`config.mk`:
```
export PLATFORM = sky130hd
export DESIGN_NAME = mesm6_alu_seq_flat
export DESIGN_NICKNAME = d
export VERILOG_FILES = /design/src/rtl/mesm6_alu_seq_if.sv /design/src/rtl/mesm6_alu_seq.sv /design/src/flat_wrapper.sv
export SDC_FILE = /design/constraint.sdc
export NUM_CORES = 1
export LEC_CHECK = 0
export CORE_ASPECT_RATIO = 0.7
export CORE_MARGIN = 2
export CORE_UTILIZATION = 44
export DETAILED_ROUTE_END_ITERATION = 7
export GPL_ROUTABILITY_DRIVEN = 0
export GPL_TIMING_DRIVEN = 0
export PLACE_DENSITY = 0.95
export SLEW_MARGIN = 40
export SYNTH_ARGS = -nofsm -noshare
export SYNTH_HDL_FRONTEND = slang
export SYNTH_SLANG_ARGS = --single-unit
```
`constraint.sdc`:
```
create_clock -name clk -period 4.32 [get_ports clk]
set_input_delay 0.864 -clock clk [delete_from_list [all_inputs] [get_ports clk]]
set_output_delay 0.864 -clock clk [all_outputs]
set_load 0.02 [all_outputs]
```
`src/rtl/mesm6_alu_seq_if.sv`:
```
// Command/response handshake between the control unit and the ALU sequencer.
`ifndef ALU_OP_WIDTH
`define ALU_OP_WIDTH 5
`endif

interface mesm6_alu_seq_if;
    logic                     req_valid;
    logic                     req_ready;
    logic                     req_load;
    logic [`ALU_OP_WIDTH-1:0] req_op;
    logic [47:0]              req_operand;
    logic                     rsp_valid;
    logic                     rsp_err;

    modport master (
        output req_valid, req_load, req_op, req_operand,
        input  req_ready, rsp_valid, rsp_err
    );

    modport slave (
        input  req_valid, req_load, req_op, req_operand,
        output req_ready, rsp_valid, rsp_err
    );
endinterface

```
`src/rtl/mesm6_alu_seq.sv`:
```
// Sequencer in front of mesm6_alu: owns A/Y, issues one op at a time and
// parks the ALU on NOP between ops so its unreset done/count state clears.
`ifndef ALU_OP_WIDTH
`define ALU_OP_WIDTH 5
`endif

module mesm6_alu_seq #(
    parameter int unsigned TIMEOUT_CYCLES = 15
) (
    input  logic                     clk,
    input  logic                     reset_n,
    mesm6_alu_seq_if.slave           bus,
    output logic [47:0]              acc,
    output logic [47:0]              y,
    output logic [47:0]              alu_a,
    output logic [47:0]              alu_b,
    output logic [`ALU_OP_WIDTH-1:0] alu_op,
    input  logic [47:0]              alu_result,
    input  logic [47:0]              alu_y,
    input  logic                     alu_done
);

    localparam logic [`ALU_OP_WIDTH-1:0] AluNop = '0;
    localparam int unsigned TimerW = (TIMEOUT_CYCLES > 1) ? $clog2(TIMEOUT_CYCLES) : 1;
    localparam logic [TimerW-1:0] TimeoutLast = TimerW'(TIMEOUT_CYCLES - 1);

    typedef enum logic [1:0] {StInit, StIdle, StExec, StRelease} state_e;

    state_e                   state_q, state_d;
    logic [47:0]              acc_q, acc_d;
    logic [47:0]              y_q, y_d;
    logic [47:0]              operand_q, operand_d;
    logic [`ALU_OP_WIDTH-1:0] op_q, op_d;
    logic [TimerW-1:0]        timer_q, timer_d;
    logic                     err_q, err_d;

    always_ff @(posedge clk or negedge reset_n) begin
        if (!reset_n) begin
            state_q   <= StInit;
            acc_q     <= '0;
            y_q       <= '0;
            operand_q <= '0;
            op_q      <= AluNop;
            timer_q   <= '0;
            err_q     <= 1'b0;
        end else begin
            state_q   <= state_d;
            acc_q     <= acc_d;
            y_q       <= y_d;
            operand_q <= operand_d;
            op_q      <= op_d;
            timer_q   <= timer_d;
            err_q     <= err_d;
        end
    end

    always_comb begin
        state_d   = state_q;
        acc_d     = acc_q;
        y_d       = y_q;
        operand_d = operand_q;
        op_d      = op_q;
        timer_d   = timer_q;
        err_d     = err_q;

        case (state_q)
            StInit: state_d = StIdle;
            StIdle: begin
                if (bus.req_valid) begin
                    operand_d = bus.req_operand;
                    op_d      = bus.req_op;
                    timer_d   = '0;
                    if (bus.req_load || bus.req_op == AluNop) begin
                        err_d   = 1'b0;
                        state_d = StRelease;
                        if (bus.req_load) begin
                            acc_d = bus.req_operand;
                        end
                    end else begin
                        state_d = StExec;
                    end
                end
            end
            StExec: begin
                timer_d = timer_q + 1'b1;
                // First EXEC cycle may still see done left over from the previous op.
                if (alu_done && timer_q != '0) begin
                    acc_d   = alu_result;
                    y_d     = alu_y;
                    err_d   = 1'b0;
                    state_d = StRelease;
                end else if (timer_q == TimeoutLast) begin
                    err_d   = 1'b1;
                    state_d = StRelease;
                end
            end
            StRelease: state_d = StIdle;
            default:   state_d = StInit;
        endcase
    end

    always_comb begin
        alu_op = AluNop;
        if (reset_n && state_q == StExec) begin
            alu_op = op_q;
        end
    end

    assign bus.req_ready = (state_q == StIdle);
    assign bus.rsp_valid = (state_q == StRelease);
    assign bus.rsp_err   = err_q;
    assign acc           = acc_q;
    assign y             = y_q;
    assign alu_a         = acc_q;
    assign alu_b         = operand_q;

endmodule

```
`src/flat_wrapper.sv`:
```
// flat-port wrapper written by rule: the top's interface ports become plain ports
module mesm6_alu_seq_flat 
#(
    parameter int unsigned TIMEOUT_CYCLES = 15
)
  (clk, reset_n, acc, y, alu_a, alu_b, alu_op, alu_result, alu_y, alu_done, bus_req_valid, bus_req_load, bus_req_op, bus_req_operand, bus_req_ready, bus_rsp_valid, bus_rsp_err);
  mesm6_alu_seq_if bus_i ();
  input  logic clk;
  input  logic reset_n;
  output logic [47:0] acc;
  output logic [47:0] y;
  output logic [47:0] alu_a;
  output logic [47:0] alu_b;
  output logic [`ALU_OP_WIDTH-1:0] alu_op;
  input  logic [47:0] alu_result;
  input  logic [47:0] alu_y;
  input  logic alu_done;
  input wire logic [$bits(bus_i.req_valid)-1:0] bus_req_valid;
  input wire logic [$bits(bus_i.req_load)-1:0] bus_req_load;
  input wire logic [$bits(bus_i.req_op)-1:0] bus_req_op;
  input wire logic [$bits(bus_i.req_operand)-1:0] bus_req_operand;
  output wire logic [$bits(bus_i.req_ready)-1:0] bus_req_ready;
  output wire logic [$bits(bus_i.rsp_valid)-1:0] bus_rsp_valid;
  output wire logic [$bits(bus_i.rsp_err)-1:0] bus_rsp_err;
  assign bus_i.req_valid = bus_req_valid;
  assign bus_i.req_load = bus_req_load;
  assign bus_i.req_op = bus_req_op;
  assign bus_i.req_operand = bus_req_operand;
  assign bus_req_ready = bus_i.req_ready;
  assign bus_rsp_valid = bus_i.rsp_valid;
  assign bus_rsp_err = bus_i.rsp_err;
  mesm6_alu_seq #(.TIMEOUT_CYCLES(TIMEOUT_CYCLES)) u_core (.clk(clk), .reset_n(reset_n), .bus(bus_i), .acc(acc), .y(y), .alu_a(alu_a), .alu_b(alu_b), .alu_op(alu_op), .alu_result(alu_result), .alu_y(alu_y), .alu_done(alu_done));
endmodule
```
# Yosys cells after proc, flatten, opt, wreduce, memory -nomap -nowiden
# Index checks and enable logic that the tools add are counted.
# classes
n_reduce_logical	14
eq_ne	9
n_addsub	1
mux	18
# op_table
op	n
$mux W48	4
$pmux W48 S2	1
$pmux W4 S2	1
$reduce_and A2 Y1	4
$mux W2	3
$pmux W2 S3	1
$logic_not A5 Y1	1
$mux W1	5
$mux W5	1
$reduce_and A5 Y1	1
$add A4 B1 Y4 const B	1
$eq A2 B2 Y1 const B	2
$eq A4 B4 Y1 const B	1
$mux W4	1
$ne A2 B1 Y1 const B	2
$ne A2 B2 Y1 const B	2
$reduce_and A4 Y1	1
$reduce_bool A4 Y1	1
$ne A3 B1 Y1 const B	1
$eq A2 B1 Y1 const B	1
$logic_and A1 B1 Y1	2
$logic_not A2 Y1	1
$pmux W1 S2	1
$reduce_bool A2 Y1	1
other kinds (2)	2
# word_totals
input_bits	154
register_bits	156
output_inout_bits	200
word_cells	49

# Logic depth before layout (Yosys ltp)
# logic_depth
ltp_word	5
depth_mapped	9
ltp_nobuf	6

# Worst setup path after synthesis
# No wires, ideal clock.
# synth_path
path_type	register to output
startpoint	register u_core.state_q[0]
endpoint	output alu_op[0]
setup_slack_ns	2.141
path_stages_with_launch	6
t_arrival_ns	1.315
required_time_ns	3.456
n_path_buf	2
cell_sequence	dfrtp_1 > inv_1 > ha_1 > buf_2 > clkbuf_1 > and3_1
# synth_via
elab_chain_len	3
# synth_lines
element	line	source
from (decl)	mesm6_alu_seq.sv:29	state_e state_q, state_d;
from (signal assigned)	mesm6_alu_seq.sv:39	state_q <= StInit;
from (signal assigned)	mesm6_alu_seq.sv:47	state_q <= state_d;
$eq A2 B2 Y1	mesm6_alu_seq.sv:104	if (reset_n && state_q == StExec) begin
$logic_and A1 B1 Y1	mesm6_alu_seq.sv:104	
$mux W5	mesm6_alu_seq.sv:104	
to (decl)	flat_wrapper.sv:14	output logic [`ALU_OP_WIDTH-1:0] alu_op;
# No other way between the ends.

# Final worst setup path
# layout_path
startpoint	register u_core.state_q[0]
endpoint	output alu_op[2]
# Same word-level chain as after synthesis.

==> impl_metrics.yaml <==
final_layout:
  drive_gt1_frac: 0.253
  nets: 1070
  finalNonFillerCells: 1123
  area_growth_pct: 63.3
  utilization: 0.738
setup_path:
  slowest_stage: "clkdlybuf4s50_1"
  critPathMaxFanout: 10
  cp.arrival_ps: 2570
  max_stage_delay_ps: 620
  cp_data_required_time_ps: 3460
  crit_type: "reg -> out"
  crit_buf_inv: 4
  cp-end-kind: "primary output"
  worst_path_dominant_cell_family: "buffers and inverters"
  cp-start-kind: "flip-flop"
  crit_chain: "inv_1, ha_1, buf_2, clkbuf_1, and3_1, clkdlybuf4s50_1"
drt:
  detail-route-antenna-nets: 0
  dr_total_vias: 5562
  dr.pass1.iters: 4
  wl_per_cell_um: 18.8
  wirelength_um: 21200
  viasPerCell: 4.95
  post-route-drc-count: 0
  drt_iter0_drc: 226
die:
  rows: 38
  die_width_um: 155
  initial_core_util: 0.452
  die_area_um2: 17000
  core_um2: 15500
  ios: 354
  die_h_um: 110
global_route:
  grt_pass1_wl_um: 31900
  track_usage: 0.248
  overflow: 0
  first_global_vias: 5766
  antenna_found_initial: 1
  grt_max_degree: 79
placement:
  dp.cells: 1090
  portBuffers: 353
  place_worst_setup_slack_ps: 1150
  dp_hpwl_um: 16500
power:
  peakVddDrop_mv: 0.331
  powerDensity_nw_per_um2: 771
  power_frac_comb: 0.538
  p_int_mw: 5.46
  p_sw_mw: 3.40
  p_clk_frac: 0.174
  p_leak_nw: 4.91
  sequentialPowerShare: 0.287
  swShare: 0.384
clock_network:
  cts_sinks: 156
  cts_root_buffer: "clkbuf_16"
  htree_levels: 4
  numCtsBuffers: 17
  tritoncts: "yes"
  clk_latency_ps: 420
  cts_setup_buffers: 0
  hold_buffers: 0
  cts_resized: 0
  clk_pin_slew_ps: 70
  cts.path.max_buffers: 2
timing:
  finalCriticalPeriod_ps: 3430
  slew_violations: 0
  fmax_ghz: 0.292
  setup_viol_count_final: 0
  rsz0062_at_grt: "no"
  period_share: 0.794
  setup_slack_ps: 890
  finalClockSkew_ps: 10.9
  hold_viol_final: 0
  worst_slew_pin_slew_ps: 416
  relSlewSlack: 0.723
worst_hold_path:
  hold_class: "in -> async"
outcome:
  status: "completed"
job:
  max_cap_violations: 0
yosys:
  synth_area_um2: 7030
  yosysWarnings: 0
  synth_edf_count: 0
  synthTopCellsByArea: "dfrtp_1, mux2_2, mux2i_1, buf_4, a21oi_2"
  synth_most_common_cell: "dfrtp_1"
  yosys.area.top_type_share: 0.555
  postSynthCellCount: 535
  ys_ff_latch: 156
  synth_fp_nets: 696
  synth-async-reset-ratio: 1.00
  avgSynthCellArea_um2: 13.1
  synth_top_cells_by_count: "dfrtp_1, mux2_2, nor2_1"
  ys.flop_type: "dfrtp_1"
  yosysSeqAreaShare: 0.555
  synth_area_leader_cell: "dfrtp_1"
  synthDistinctLibCells: 30
[path summary, 6_finish.rpt]
path                       cells after the start               from  slack [ps]              to
min in group clk                               1       u_core.y[27]         500    u_core.y[27]
max in group asynchronous                      2            reset_n        3410  u_core.acc[21]
setup / recovery                               6  u_core.state_q[0]         890       alu_op[2]
hold / removal                                 1            reset_n         270    u_core.y[30]
hold reg to reg                                1       u_core.y[27]         500    u_core.y[27]
setup reg to reg                               9  u_core.state_q[0]        2150  u_core.acc[40]
[flip-flops by register name, indices dropped and copies added, names as in the netlist]
name,flops
u_core.bus.rsp_err,1
u_core.state_q,2
u_core.timer_q,4
u_core.acc,48
u_core.op_q,5
u_core.y,48
u_core.alu_b,48
[through the flow]
step           hold slack, ps  power (mW)  setup TNS [ps]  area [um^2]
6_report                  268        8.85               0        11500
5_1_grt                   263        9.28               0        11500
4_1_cts                   261        8.92               0        11500
2_1_floorplan             472        5.05               0         7030
3_5_place_dp              481        7.35               0        10900
3_3_place_gp              474        7.18         -645630        10800
[cell usage in the layout, fill, tap and decap left out, types with 2 or more instances in the layout]
master,n
clkdlybuf4s50_1,352
inv_8,3
clkbuf_16,17
inv_6,7
buf_16,2
ha_1,7
nand4_1,2
nor2_1,52
o21ai_0,5
a21oi_2,40
and3_1,7
mux2i_1,50
nor3_1,2
mux2_1,20
a21oi_1,11
dfrtp_1,156
inv_1,5
nand2b_1,4
nand2_1,5
nand3_1,2
buf_2,20
mux2_2,81
bufinv_16,2
buf_6,7
buf_4,48
[per-layer routing]
layer,track usage,part of all wire
met5,0,0
met4,0.102,0.031
met3,0.0871,0.077
met2,0.438,0.52
met1,0.277,0.37
[cells by family after synthesis]
group | share of synthesized area
flip-flops | 0.555
multiplexers | 0.233
buffers and inverters | 0.0799
AND/OR/NAND/NOR | 0.0497
AO/OA/AOI/OAI | 0.0698
adder cells (fa/ha/maj) | 0.0125
[final cells by class]
| type | count | area [um^2] |
|---|---|---|
| flip-flops and latches | 156 | 3900 |
| plain buffers | 76 | 543 |
| well taps | 200 | 250 |
| fillers | 1025 | 4070 |
| diodes | 1 | 2.50 |
| repair buffers | 355 | 3590 |
| clock inverters | 15 | 176 |
| multi-input cells | 298 | 2560 |
| inverters | 5 | 18.8 |
| clock buffers | 17 | 425 |
[power groups by stage]
stage	logic, mW	clock network, mW	registers, mW
3_5_place_dp	4.79	0	2.56
4_1_cts	4.81	1.57	2.54
3_3_place_gp	4.67	0	2.51
5_1_grt	5.03	1.63	2.62
6_report	4.76	1.54	2.54
2_1_floorplan	1.82	0	3.23
Note: power is estimated with default switching activity, not from simulation.
